[src/rtl/pipeline_hazard_ctrl_pkg.sv]
// rtl/pipeline_hazard_ctrl_pkg.sv - shared types and constants for the pipeline hazard controller
package hazard_pkg;

  localparam int RW_DEF = 5;

  typedef enum logic [1:0] {
    RUN    = 2'd0,
    STALL  = 2'd1,
    FLUSH  = 2'd2,
    FREEZE = 2'd3
  } state_e;

  localparam logic [1:0] FWD_RF  = 2'b00;
  localparam logic [1:0] FWD_EX  = 2'b01;
  localparam logic [1:0] FWD_MEM = 2'b10;
  localparam logic [1:0] FWD_WB  = 2'b11;

  typedef struct packed {
    logic pc_le;
    logic if_id_le;
    logic if_id_clr;
    logic id_nop;
    logic pipe_hold;
  } ctrl_t;

  localparam ctrl_t CTRL_RESET = '{pc_le: 1'b0, if_id_le: 1'b0, if_id_clr: 1'b1,
                                   id_nop: 1'b1, pipe_hold: 1'b0};

  // Steady per-state control word; the RUN-state squash/stall overlay is applied in the top.
  function automatic ctrl_t state_ctrl(input state_e st);
    ctrl_t c;
    c = '{pc_le: 1'b1, if_id_le: 1'b1, if_id_clr: 1'b0, id_nop: 1'b0, pipe_hold: 1'b0};
    case (st)
      FLUSH: begin
        c.if_id_clr = 1'b1;
        c.id_nop    = 1'b1;
      end
      FREEZE: begin
        c.pc_le     = 1'b0;
        c.if_id_le  = 1'b0;
        c.pipe_hold = 1'b1;
      end
      default: ;
    endcase
    return c;
  endfunction

endpackage

[src/rtl/pipeline_hazard_ctrl_fwd_select.sv]
// rtl/pipeline_hazard_ctrl_fwd_select.sv - priority match of one ID source against EX/MEM/WB destinations
module fwd_select
  import hazard_pkg::*;
#(
  parameter int RW = RW_DEF
) (
  input  logic [RW-1:0] src_i,
  input  logic          src_use_i,
  input  logic [RW-1:0] ex_rd_i,
  input  logic          ex_le_i,
  input  logic [RW-1:0] mem_rd_i,
  input  logic          mem_le_i,
  input  logic [RW-1:0] wb_rd_i,
  input  logic          wb_le_i,
  output logic [1:0]    sel_o
);

  logic live;

  // GR0 always reads zero, so it never takes a forwarded value.
  assign live = src_use_i && (src_i != '0);

  always_comb begin
    sel_o = FWD_RF;
    if (live && ex_le_i && (ex_rd_i == src_i)) begin
      sel_o = FWD_EX;
    end else if (live && mem_le_i && (mem_rd_i == src_i)) begin
      sel_o = FWD_MEM;
    end else if (live && wb_le_i && (wb_rd_i == src_i)) begin
      sel_o = FWD_WB;
    end
  end

endmodule

[src/rtl/pipeline_hazard_ctrl.sv]
// rtl/pipeline_hazard_ctrl.sv - load-use stall, branch flush, RAM freeze and forwarding control
// Optional per-state cycle counters are built when HAZARD_STATS_EN is defined.
module pipeline_hazard_ctrl
  import hazard_pkg::*;
#(
  parameter int RW        = RW_DEF,
  parameter int FLUSH_CYC = 1
) (
  input  logic          clk,
  input  logic          reset,
  input  logic [RW-1:0] id_ra,
  input  logic [RW-1:0] id_rb,
  input  logic          id_ra_use,
  input  logic          id_rb_use,
  input  logic [RW-1:0] ex_rd,
  input  logic          ex_l,
  input  logic          ex_rf_le,
  input  logic [RW-1:0] mem_rd,
  input  logic          mem_rf_le,
  input  logic [RW-1:0] wb_rd,
  input  logic          wb_rf_le,
  input  logic          br_taken,
  input  logic          ram_busy,
  output logic          pc_le,
  output logic          if_id_le,
  output logic          if_id_clr,
  output logic          id_nop,
  output logic          pipe_hold,
  output logic [1:0]    fwd_a,
  output logic [1:0]    fwd_b
`ifdef HAZARD_STATS_EN
  ,
  output logic [15:0]   stall_cnt,
  output logic [15:0]   flush_cnt,
  output logic [15:0]   freeze_cnt
`endif
);

  localparam logic [1:0] FLUSH_LOAD = 2'(FLUSH_CYC - 1);

  state_e     state_q, state_d;
  state_e     ret_q, ret_d;
  logic [1:0] cnt_q, cnt_d;
  logic       init_q;
  ctrl_t      ctrl_q;
  ctrl_t      ctrl;
  logic       lu;
  logic [1:0] fwd_a_raw, fwd_b_raw;

  fwd_select #(.RW(RW)) u_fwd_a (
    .src_i    (id_ra),
    .src_use_i(id_ra_use),
    .ex_rd_i  (ex_rd),
    .ex_le_i  (ex_rf_le),
    .mem_rd_i (mem_rd),
    .mem_le_i (mem_rf_le),
    .wb_rd_i  (wb_rd),
    .wb_le_i  (wb_rf_le),
    .sel_o    (fwd_a_raw)
  );

  fwd_select #(.RW(RW)) u_fwd_b (
    .src_i    (id_rb),
    .src_use_i(id_rb_use),
    .ex_rd_i  (ex_rd),
    .ex_le_i  (ex_rf_le),
    .mem_rd_i (mem_rd),
    .mem_le_i (mem_rf_le),
    .wb_rd_i  (wb_rd),
    .wb_le_i  (wb_rf_le),
    .sel_o    (fwd_b_raw)
  );

  assign lu = ex_l && ex_rf_le && (ex_rd != '0) &&
              ((id_ra_use && (ex_rd == id_ra)) || (id_rb_use && (ex_rd == id_rb)));

  always_comb begin
    state_d = state_q;
    cnt_d   = cnt_q;
    ret_d   = ret_q;
    case (state_q)
      RUN, STALL: begin
        if (ram_busy) begin
          state_d = FREEZE;
          ret_d   = state_q;
        end else if (br_taken) begin
          state_d = FLUSH;
          cnt_d   = FLUSH_LOAD;
        end else if ((state_q == RUN) && lu) begin
          state_d = STALL;
        end else begin
          state_d = RUN;
        end
      end
      FLUSH: begin
        // A frozen flush resumes with its remaining count untouched.
        if (ram_busy) begin
          state_d = FREEZE;
          ret_d   = FLUSH;
        end else if (br_taken) begin
          cnt_d = FLUSH_LOAD;
        end else if (cnt_q == 2'd0) begin
          state_d = RUN;
        end else begin
          cnt_d = cnt_q - 2'd1;
        end
      end
      FREEZE: begin
        if (!ram_busy) begin
          state_d = ret_q;
        end
      end
      default: state_d = RUN;
    endcase
  end

  always_ff @(posedge clk) begin
    if (reset) begin
      state_q <= RUN;
      ret_q   <= RUN;
      cnt_q   <= 2'd0;
      init_q  <= 1'b1;
      ctrl_q  <= CTRL_RESET;
    end else begin
      state_q <= state_d;
      ret_q   <= ret_d;
      cnt_q   <= cnt_d;
      init_q  <= 1'b0;
      ctrl_q  <= state_ctrl(state_d);
    end
  end

  // Squash and load-use stall take effect in the same cycle the condition is seen.
  always_comb begin
    ctrl = ctrl_q;
    if (!init_q && (state_q == RUN)) begin
      if (br_taken) begin
        ctrl.if_id_clr = 1'b1;
        ctrl.id_nop    = 1'b1;
      end else if (lu) begin
        ctrl.pc_le    = 1'b0;
        ctrl.if_id_le = 1'b0;
        ctrl.id_nop   = 1'b1;
      end
    end
  end

  assign pc_le     = ctrl.pc_le;
  assign if_id_le  = ctrl.if_id_le;
  assign if_id_clr = ctrl.if_id_clr;
  assign id_nop    = ctrl.id_nop;
  assign pipe_hold = ctrl.pipe_hold;
  assign fwd_a     = init_q ? FWD_RF : fwd_a_raw;
  assign fwd_b     = init_q ? FWD_RF : fwd_b_raw;

`ifdef HAZARD_STATS_EN
  logic [15:0] stall_cnt_q, flush_cnt_q, freeze_cnt_q;

  always_ff @(posedge clk) begin
    if (reset) begin
      stall_cnt_q  <= 16'd0;
      flush_cnt_q  <= 16'd0;
      freeze_cnt_q <= 16'd0;
    end else begin
      if ((state_q == STALL) && (stall_cnt_q != 16'hFFFF)) begin
        stall_cnt_q <= stall_cnt_q + 16'd1;
      end
      if ((state_q == FLUSH) && (flush_cnt_q != 16'hFFFF)) begin
        flush_cnt_q <= flush_cnt_q + 16'd1;
      end
      if ((state_q == FREEZE) && (freeze_cnt_q != 16'hFFFF)) begin
        freeze_cnt_q <= freeze_cnt_q + 16'd1;
      end
    end
  end

  assign stall_cnt  = stall_cnt_q;
  assign flush_cnt  = flush_cnt_q;
  assign freeze_cnt = freeze_cnt_q;
`endif

endmodule

[config.mk]
export PLATFORM = sky130hd
export DESIGN_NAME = pipeline_hazard_ctrl
export DESIGN_NICKNAME = d
export VERILOG_FILES = /design/src/rtl/pipeline_hazard_ctrl_pkg.sv /design/src/rtl/pipeline_hazard_ctrl_fwd_select.sv /design/src/rtl/pipeline_hazard_ctrl.sv
export SDC_FILE = /design/constraint.sdc
export NUM_CORES = 1
export LEC_CHECK = 0
export CAP_MARGIN = 20
export CORE_MARGIN = 2
export CORE_UTILIZATION = 36
export DETAILED_ROUTE_END_ITERATION = 6
export GPL_TIMING_DRIVEN = 1
export HOLD_SLACK_MARGIN = 0.08
export PLACE_DENSITY_LB_ADDON = 0.3
export SETUP_SLACK_MARGIN = 0.02
export SLEW_MARGIN = 20
export SYNTH_ARGS = -nofsm -noshare
export SYNTH_HDL_FRONTEND = slang
export SYNTH_SLANG_ARGS = --single-unit
[constraint.sdc]
create_clock -name clk -period 1.3 [get_ports clk]
set_clock_uncertainty 0.1 [all_clocks]
set_input_delay 0.13 -clock clk [delete_from_list [all_inputs] [get_ports clk]]
set_output_delay 0.13 -clock clk [all_outputs]
set_load 0.02 [all_outputs]
==> results of run 1 <==
## state kept, by name, indices dropped and copies added, names as in the netlist
register	count
cnt_q	2
ctrl_q	2
init_q	1
pipe_hold	1
ret_q	2
state_q	2
## report_power, final
group	switching, uW	total [uW]	internal [uW]
combinational	310	629	319
sequential	15.7	340	324
clock	99.8	270	170
total	426	1240	813
## synthesized netlist by cell type, types with 2 or more instances
cell type and number:
a21o_1 2, a21oi_1 9, dfxtp_1 10, inv_1 6, nand2_1 7, nand2b_1 2
nand3_1 4, nand4_1 2, nand4b_1 2, nor2_1 11, nor2b_1 4, nor3_1 6
nor4_1 4, or3_1 3, xnor2_1 18, xor2_1 12
## path summary, 6_finish.rpt
kind                              start               endpoint  slack, ns  depth (start not counted)
setup / recovery               id_rb[2]               fwd_b[1]      -0.44                          7
hold / removal    cnt_q[1]$_SDFFE_PP0P_  cnt_q[1]$_SDFFE_PP0P_       0.40                          2
setup reg to reg  cnt_q[1]$_SDFFE_PP0P_  cnt_q[0]$_SDFFE_PP0P_      -0.12                          6
hold reg to reg   cnt_q[1]$_SDFFE_PP0P_  cnt_q[1]$_SDFFE_PP0P_       0.40                          2
## routing by layer
metal  wire length (um)  up-vias
li1                   -      581
met1               1790      634
met2               2620       69
met3                236       34
met4                290        0
met5                  0        -
## metrics by stage
step | util | cells | hold slack (ns)
global route | 0.841 | 229 | 0.422
CTS | 0.786 | 226 | 0.383
floorplan | - | 118 | 0.0577
detailed placement | 0.680 | 215 | 0.379
global placement | 0.680 | 215 | 0.347
finish | 0.842 | 230 | 0.396
## cell usage in the layout, fill, tap and decap left out, drive strengths merged
cell type,instances
buf,60
xnor2,18
xor2,12
nor2,11
dfxtp,10
a21oi,9
clkbuf,8
nand2,7
dlygate4sd2,6
clkdlybuf4s50,6
inv,6
nor3,6
clkdlybuf4s15,4
nand3,4
nor4,4
nor2b,4
or3,3
a21o,2
nand4,2
nand4b,2
o21ai,2
nand2b,2
diode,1
o32ai,1
o311a,1
a31o,1
or4,1
and4,1
a311oi,1
nor3b,1
a41oi,1
nand3b,1
a31oi,1
ha,1
## cell families after synthesis
| kind of cell | Yosys count | synth area share |
|---|---|---|
| and+or+nand+nor | 49 | 0.289 |
| AOI/OAI and AO/OA | 19 | 0.139 |
| buffers and inverters | 9 | 0.0431 |
| DFF | 10 | 0.223 |
| adders and majority gates | 1 | 0.0139 |
| xor gates and xnor gates | 30 | 0.292 |
## what timing repair did
action                     CTS  global route
pin swaps                   38            12
setup endpoints to repair   16            15
hold buffers                 0             0
resized for setup          185            31
setup buffers                7             3
## worst min-delay path: stages (launching register included)
cell	delay (ns)
dfxtp_2	0.33
nand2_1	0.07
a21oi_2	0.06
## cell type report
type | instances | area, um2 | area share
Multi-Input combinational cell | 99 | 1040 | 0.506
Timing Repair Buffer | 80 | 702 | 0.343
Sequential cell | 10 | 211 | 0.103
Tap cell | 30 | 37.5 | 0.0183
Clock buffer | 4 | 36.3 | 0.0177
Inverter | 6 | 22.5 | 0.0110
Antenna cell | 1 | 2.50 | 0.00122
==> results.sh, run 1 <==
export IMPL_finalSetupTns_ns=-3.32
export IMPL_synth_main_ff_cell="dfxtp_1"
export IMPL_rsz0062_at_grt="yes"
export IMPL_grt_most_used_layer="met2"
export IMPL_drc=0
export IMPL_post_route_min_period_ns=1.74
export IMPL_syn_area_um2=900
export IMPL_cts_tree="yes"
export IMPL_power_uw=1240
export IMPL_hold_viol=0
export IMPL_hpwl_mm=2.62
export IMPL_finalCritPeriodShare=1.34
export IMPL_cp_start_kind="input pin"
export IMPL_end_kind="output pin"
export IMPL_fin_nets=236
export IMPL_synth_seq_area_share=0.223
export IMPL_via_per_inst=5.73
export IMPL_dpl_cell_area_um2=1650
export IMPL_ys_warn_count=0
export IMPL_avgSynthCellArea_um2=7.62
export IMPL_violations="setup timing"
export IMPL_worstMarginPinSlew_ns=0.440
export IMPL_io_pins=44
export IMPL_grt_max_degree=12
export IMPL_synth_edf_count=0
export IMPL_grt_use_met1=0.297
export IMPL_vias=1318
export IMPL_gp_congestion=0.933
export IMPL_cts_sinks=10
export IMPL_vdd_drop_max_mv=0.922
export IMPL_fill_cells=133
export IMPL_clock_root_buffer="clkbuf_4"
export IMPL_grt_pass1_wl_mm=6.31
export IMPL_maxSlewHeadroom=0.706
export IMPL_drive_gt1_frac=0.643
export IMPL_path_clk_slew_ns=0.06
export IMPL_dp_slack_ns=-1.25
export IMPL_synth_largest_area_cell="dfxtp_1"
export IMPL_fp_dieW_um=54.0
export IMPL_required_ns=1.07
export IMPL_synthCells=118
export IMPL_crit_chain="buf_6, or4_4, o21ai_4, nand4b_1, nand2b_1, nor3b_2, buf_4"
export IMPL_htree_levels=1
export IMPL_ys_async_sr_fraction=0
export IMPL_grt_use_met2=0.553
export IMPL_clk_latency_ns=0.26
export IMPL_status="finished with violations"
export IMPL_ys_types=32
export IMPL_die_y_um=54.0
export IMPL_max_cap_viol_count=0
export IMPL_hold_path_class="register to register"
export IMPL_grtUsageTotal=0.310
export IMPL_wirelength_mm=4.93
export IMPL_grtUsageMet3=0.103
export IMPL_first_iter_violations=23
export IMPL_drv_slew=0
export IMPL_synth_area_leaders="dfxtp_1 22%, xnor2_1 18%, xor2_1 12%, a21oi_1 5.0%, nor2_1 4.6%"
export IMPL_clockBufferDepth=2
export IMPL_grt_pass1_vias=1361
export IMPL_num_rows=18
export IMPL_cp_arrival_ns=1.51
export IMPL_final_cell_area_um2=2050
export IMPL_crit_family="simple AND/OR/NAND/NOR gates"
export IMPL_max_clock_freq_mhz=575
export IMPL_critical_path_buf_inv_count=2
export IMPL_first_pass_iters=4
export IMPL_cp_max_fo=3
export IMPL_p_leak_uw=0.000853
export IMPL_crit_path_top_delay_cell="or4_4"
export IMPL_final_setup_viol_count=13
export IMPL_crit_type="input pin to output pin"
export IMPL_drtAntennaViolNets=0
export IMPL_syn_nets=154
export IMPL_die_area_um2=2910
export IMPL_setup_ws_ns=-0.440
export IMPL_synth_seq_cells=10
export IMPL_max_stage_delay_ns=0.55
export IMPL_initial_core_util=0.370
export IMPL_cts_buffers=3
export IMPL_netlist_area_leader_share=0.223
export IMPL_drt_wirelength_per_cell_um=21.4
export IMPL_coreArea_um2=2430
export IMPL_powerDensity_nw_per_um2=605
export IMPL_antenna_found_initial=0
export IMPL_portBuffers=43
export IMPL_overflow=0
export IMPL_syn2layout_area_growth_pct=128
No activity file was read; power rests on OpenSTA's default activity.
==> run 2, diff against run 1 <==
CORE_UTILIZATION = 25   (was 36)
==> run 2 against run 1 <==
  * The run still ends with setup timing left
  * Count of clock-buffer cells in the layout unchanged
  * Hold slack got worse by 0.014 ns
  * Via count decreased by 9.9%
  * Non-clock buffer count increased by 10
  * Critical path depth unchanged
  * Die area increased by 40%
  * First-iteration DRC count increased by 100%
  * Largest cell class unchanged
==> results.sh, run 2 (synthesis gave the netlist of run 1 again) <==
export IMPL_num_rows=21
export IMPL_wirelength_mm=3.65
export IMPL_grt_pass1_wl_mm=5.55
export IMPL_final_setup_viol_count=14
export IMPL_cts_tree="yes"
export IMPL_finalSetupTns_ns=-3.03
export IMPL_rsz0062_at_grt="yes"
export IMPL_io_pins=44
export IMPL_r2r_start="state_q[0]$_SDFF_PP0_"
export IMPL_fill_cells=286
export IMPL_finalCritPeriodShare=1.32
export IMPL_clockBufferDepth=2
export IMPL_fp_dieW_um=64.0
export IMPL_crit_type="input pin to output pin"
export IMPL_portBuffers=43
export IMPL_multiInputGateArea_um2=997
export IMPL_final_cell_area_um2=2120
export IMPL_clock_root_buffer="clkbuf_4"
export IMPL_grt_pass1_vias=1226
export IMPL_overflow=0
export IMPL_cp_max_fo=3
export IMPL_hpwl_mm=2.63
export IMPL_stdcell_count=255
export IMPL_drc=0
export IMPL_violations="setup timing"
export IMPL_n_antenna_cell=0
export IMPL_max_cap_viol_count=0
export IMPL_maxSlewHeadroom=0.684
export IMPL_route_top_layer_used="met4"
export IMPL_worstMarginPinSlew_ns=0.472
export IMPL_reg2reg_depth=6
export IMPL_setup_ws_ns=-0.420
export IMPL_seqCellArea_um2=205
export IMPL_status="finished with violations"
export IMPL_dpl_cell_area_um2=1740
export IMPL_powerDensity_nw_per_um2=573
export IMPL_fin_nets=246
export IMPL_dp_cells=240
export IMPL_post_route_min_period_ns=1.72
export IMPL_hold_viol=0
export IMPL_htree_levels=1
export IMPL_final_cell_mix="33 x buf_4, 27 x buf_6, 12 x xor2_1"
export IMPL_cp_start_kind="input pin"
export IMPL_via_per_inst=4.66
export IMPL_p_leak_uw=0.000902
export IMPL_vias=1188
export IMPL_die_area_um2=4090
export IMPL_drtAntennaViolNets=0
export IMPL_hold_path_class="register to register"
export IMPL_syn2layout_area_growth_pct=136
export IMPL_initial_core_util=0.265
export IMPL_vdd_drop_max_mv=0.636
export IMPL_first_iter_violations=47
export IMPL_layout_commonest_cell="buf_4"
export IMPL_r2r_slack_ns=-0.10
export IMPL_hp_start="cnt_q[1]$_SDFFE_PP0P_"
export IMPL_end_kind="output pin"
export IMPL_wl_met2_mm=1.94
export IMPL_gp_congestion=0.872
export IMPL_required_ns=1.07
export IMPL_die_y_um=64.0
export IMPL_cts_buffers=3
export IMPL_grtUsageTotal=0.171
export IMPL_coreArea_um2=3390
export IMPL_antenna_found_initial=0
export IMPL_drive_gt1_frac=0.627
export IMPL_max_clock_freq_mhz=581
export IMPL_clk_latency_ns=0.26
export IMPL_first_pass_iters=4
export IMPL_route_met3_wl_um=249
export IMPL_fin_util=0.626
export IMPL_drt_wirelength_per_cell_um=14.3
export IMPL_cts_sinks=10
export IMPL_drv_slew=0
export IMPL_met1_length_mm=1.42
export IMPL_cp_arrival_ns=1.49
export IMPL_hold_end="cnt_q[1]$_SDFFE_PP0P_"
export IMPL_path_clk_slew_ns=0.06
export IMPL_holdPathStages=2
export IMPL_grt_max_degree=12
export IMPL_rr_endpoint="cnt_q[0]$_SDFFE_PP0P_"
## run 2: cell count changes in the layout (fill, tap and decap cells not counted), sizes merged
cell	delta
clkdlybuf4s15	+1
clkdlybuf4s50	+1
dlygate4sd2	-3
buf	+10
dlymetal6s2s	+1
diode	-1
## run 2: worst max path at each step
| stage | cells after the start | slack, ns | startpoint | endpoint |
|---|---|---|---|---|
| 2_1_floorplan | 4 | -0.16 | ex_rd[0] | pc_le |
| 3_3_place_gp | 7 | -1.30 | id_ra[4] | fwd_a[1] |
| 3_5_place_dp | 7 | -1.29 | id_ra[4] | fwd_a[1] |
| 4_1_cts | 8 | -0.45 | id_ra[2] | fwd_a[1] |
| 5_1_grt | 7 | -0.47 | id_rb[4] | fwd_b[1] |
| 6_report | 7 | -0.42 | id_rb[4] | fwd_b[1] |
## run 2: through the flow
| step | worst slack, ns | power [uW] | hold slack, ns |
|---|---|---|---|
| after floorplan | -0.163 | 537 | 0.0577 |
| after global placement | -1.30 | 809 | 0.347 |
| after detailed placement | -1.29 | 819 | 0.363 |
| after CTS | -0.451 | 1150 | 0.370 |
| after global routing | -0.469 | 1280 | 0.403 |
| final | -0.420 | 1220 | 0.381 |
## run 2: layer usage
| metal | global-route usage | up-vias |
|---|---|---|
| met5 | 0 | - |
| met4 | 0.0489 | 0 |
| met3 | 0.0229 | 4 |
| met2 | 0.333 | 39 |
| met1 | 0.189 | 546 |
| li1 | - | 599 |
## run 2: power breakdown
part           switching, uW  internal (uW)
Sequential              12.8            325
Combinational            270            334
Clock                    103            170
## run 2: what timing repair did
item | in CTS | in global routing
pin swaps | 31 | 25
hold endpoints to repair | 0 | 0
endpoints found under the setup margin | 16 | 16
gates resized for setup | 162 | 44
hold buffers | 0 | 0
buffers inserted | 7 | 4
## run 2: worst max-delay path, cell delays in order
cell and delay [ns]:
buf_6 0.09, or4_4 0.54, o21ai_4 0.18, nand4b_1 0.17, nand2b_1 0.06, nor3b_2 0.15
buf_4 0.16
## run 2: final cells by class
type / instances / share of cell area
flip-flops and latches: 10 / 0.0968
clock buffers: 4 / 0.0171
multi-input cells: 99 / 0.470
repair buffers: 90 / 0.378
inverters: 6 / 0.0106
well taps: 46 / 0.0271
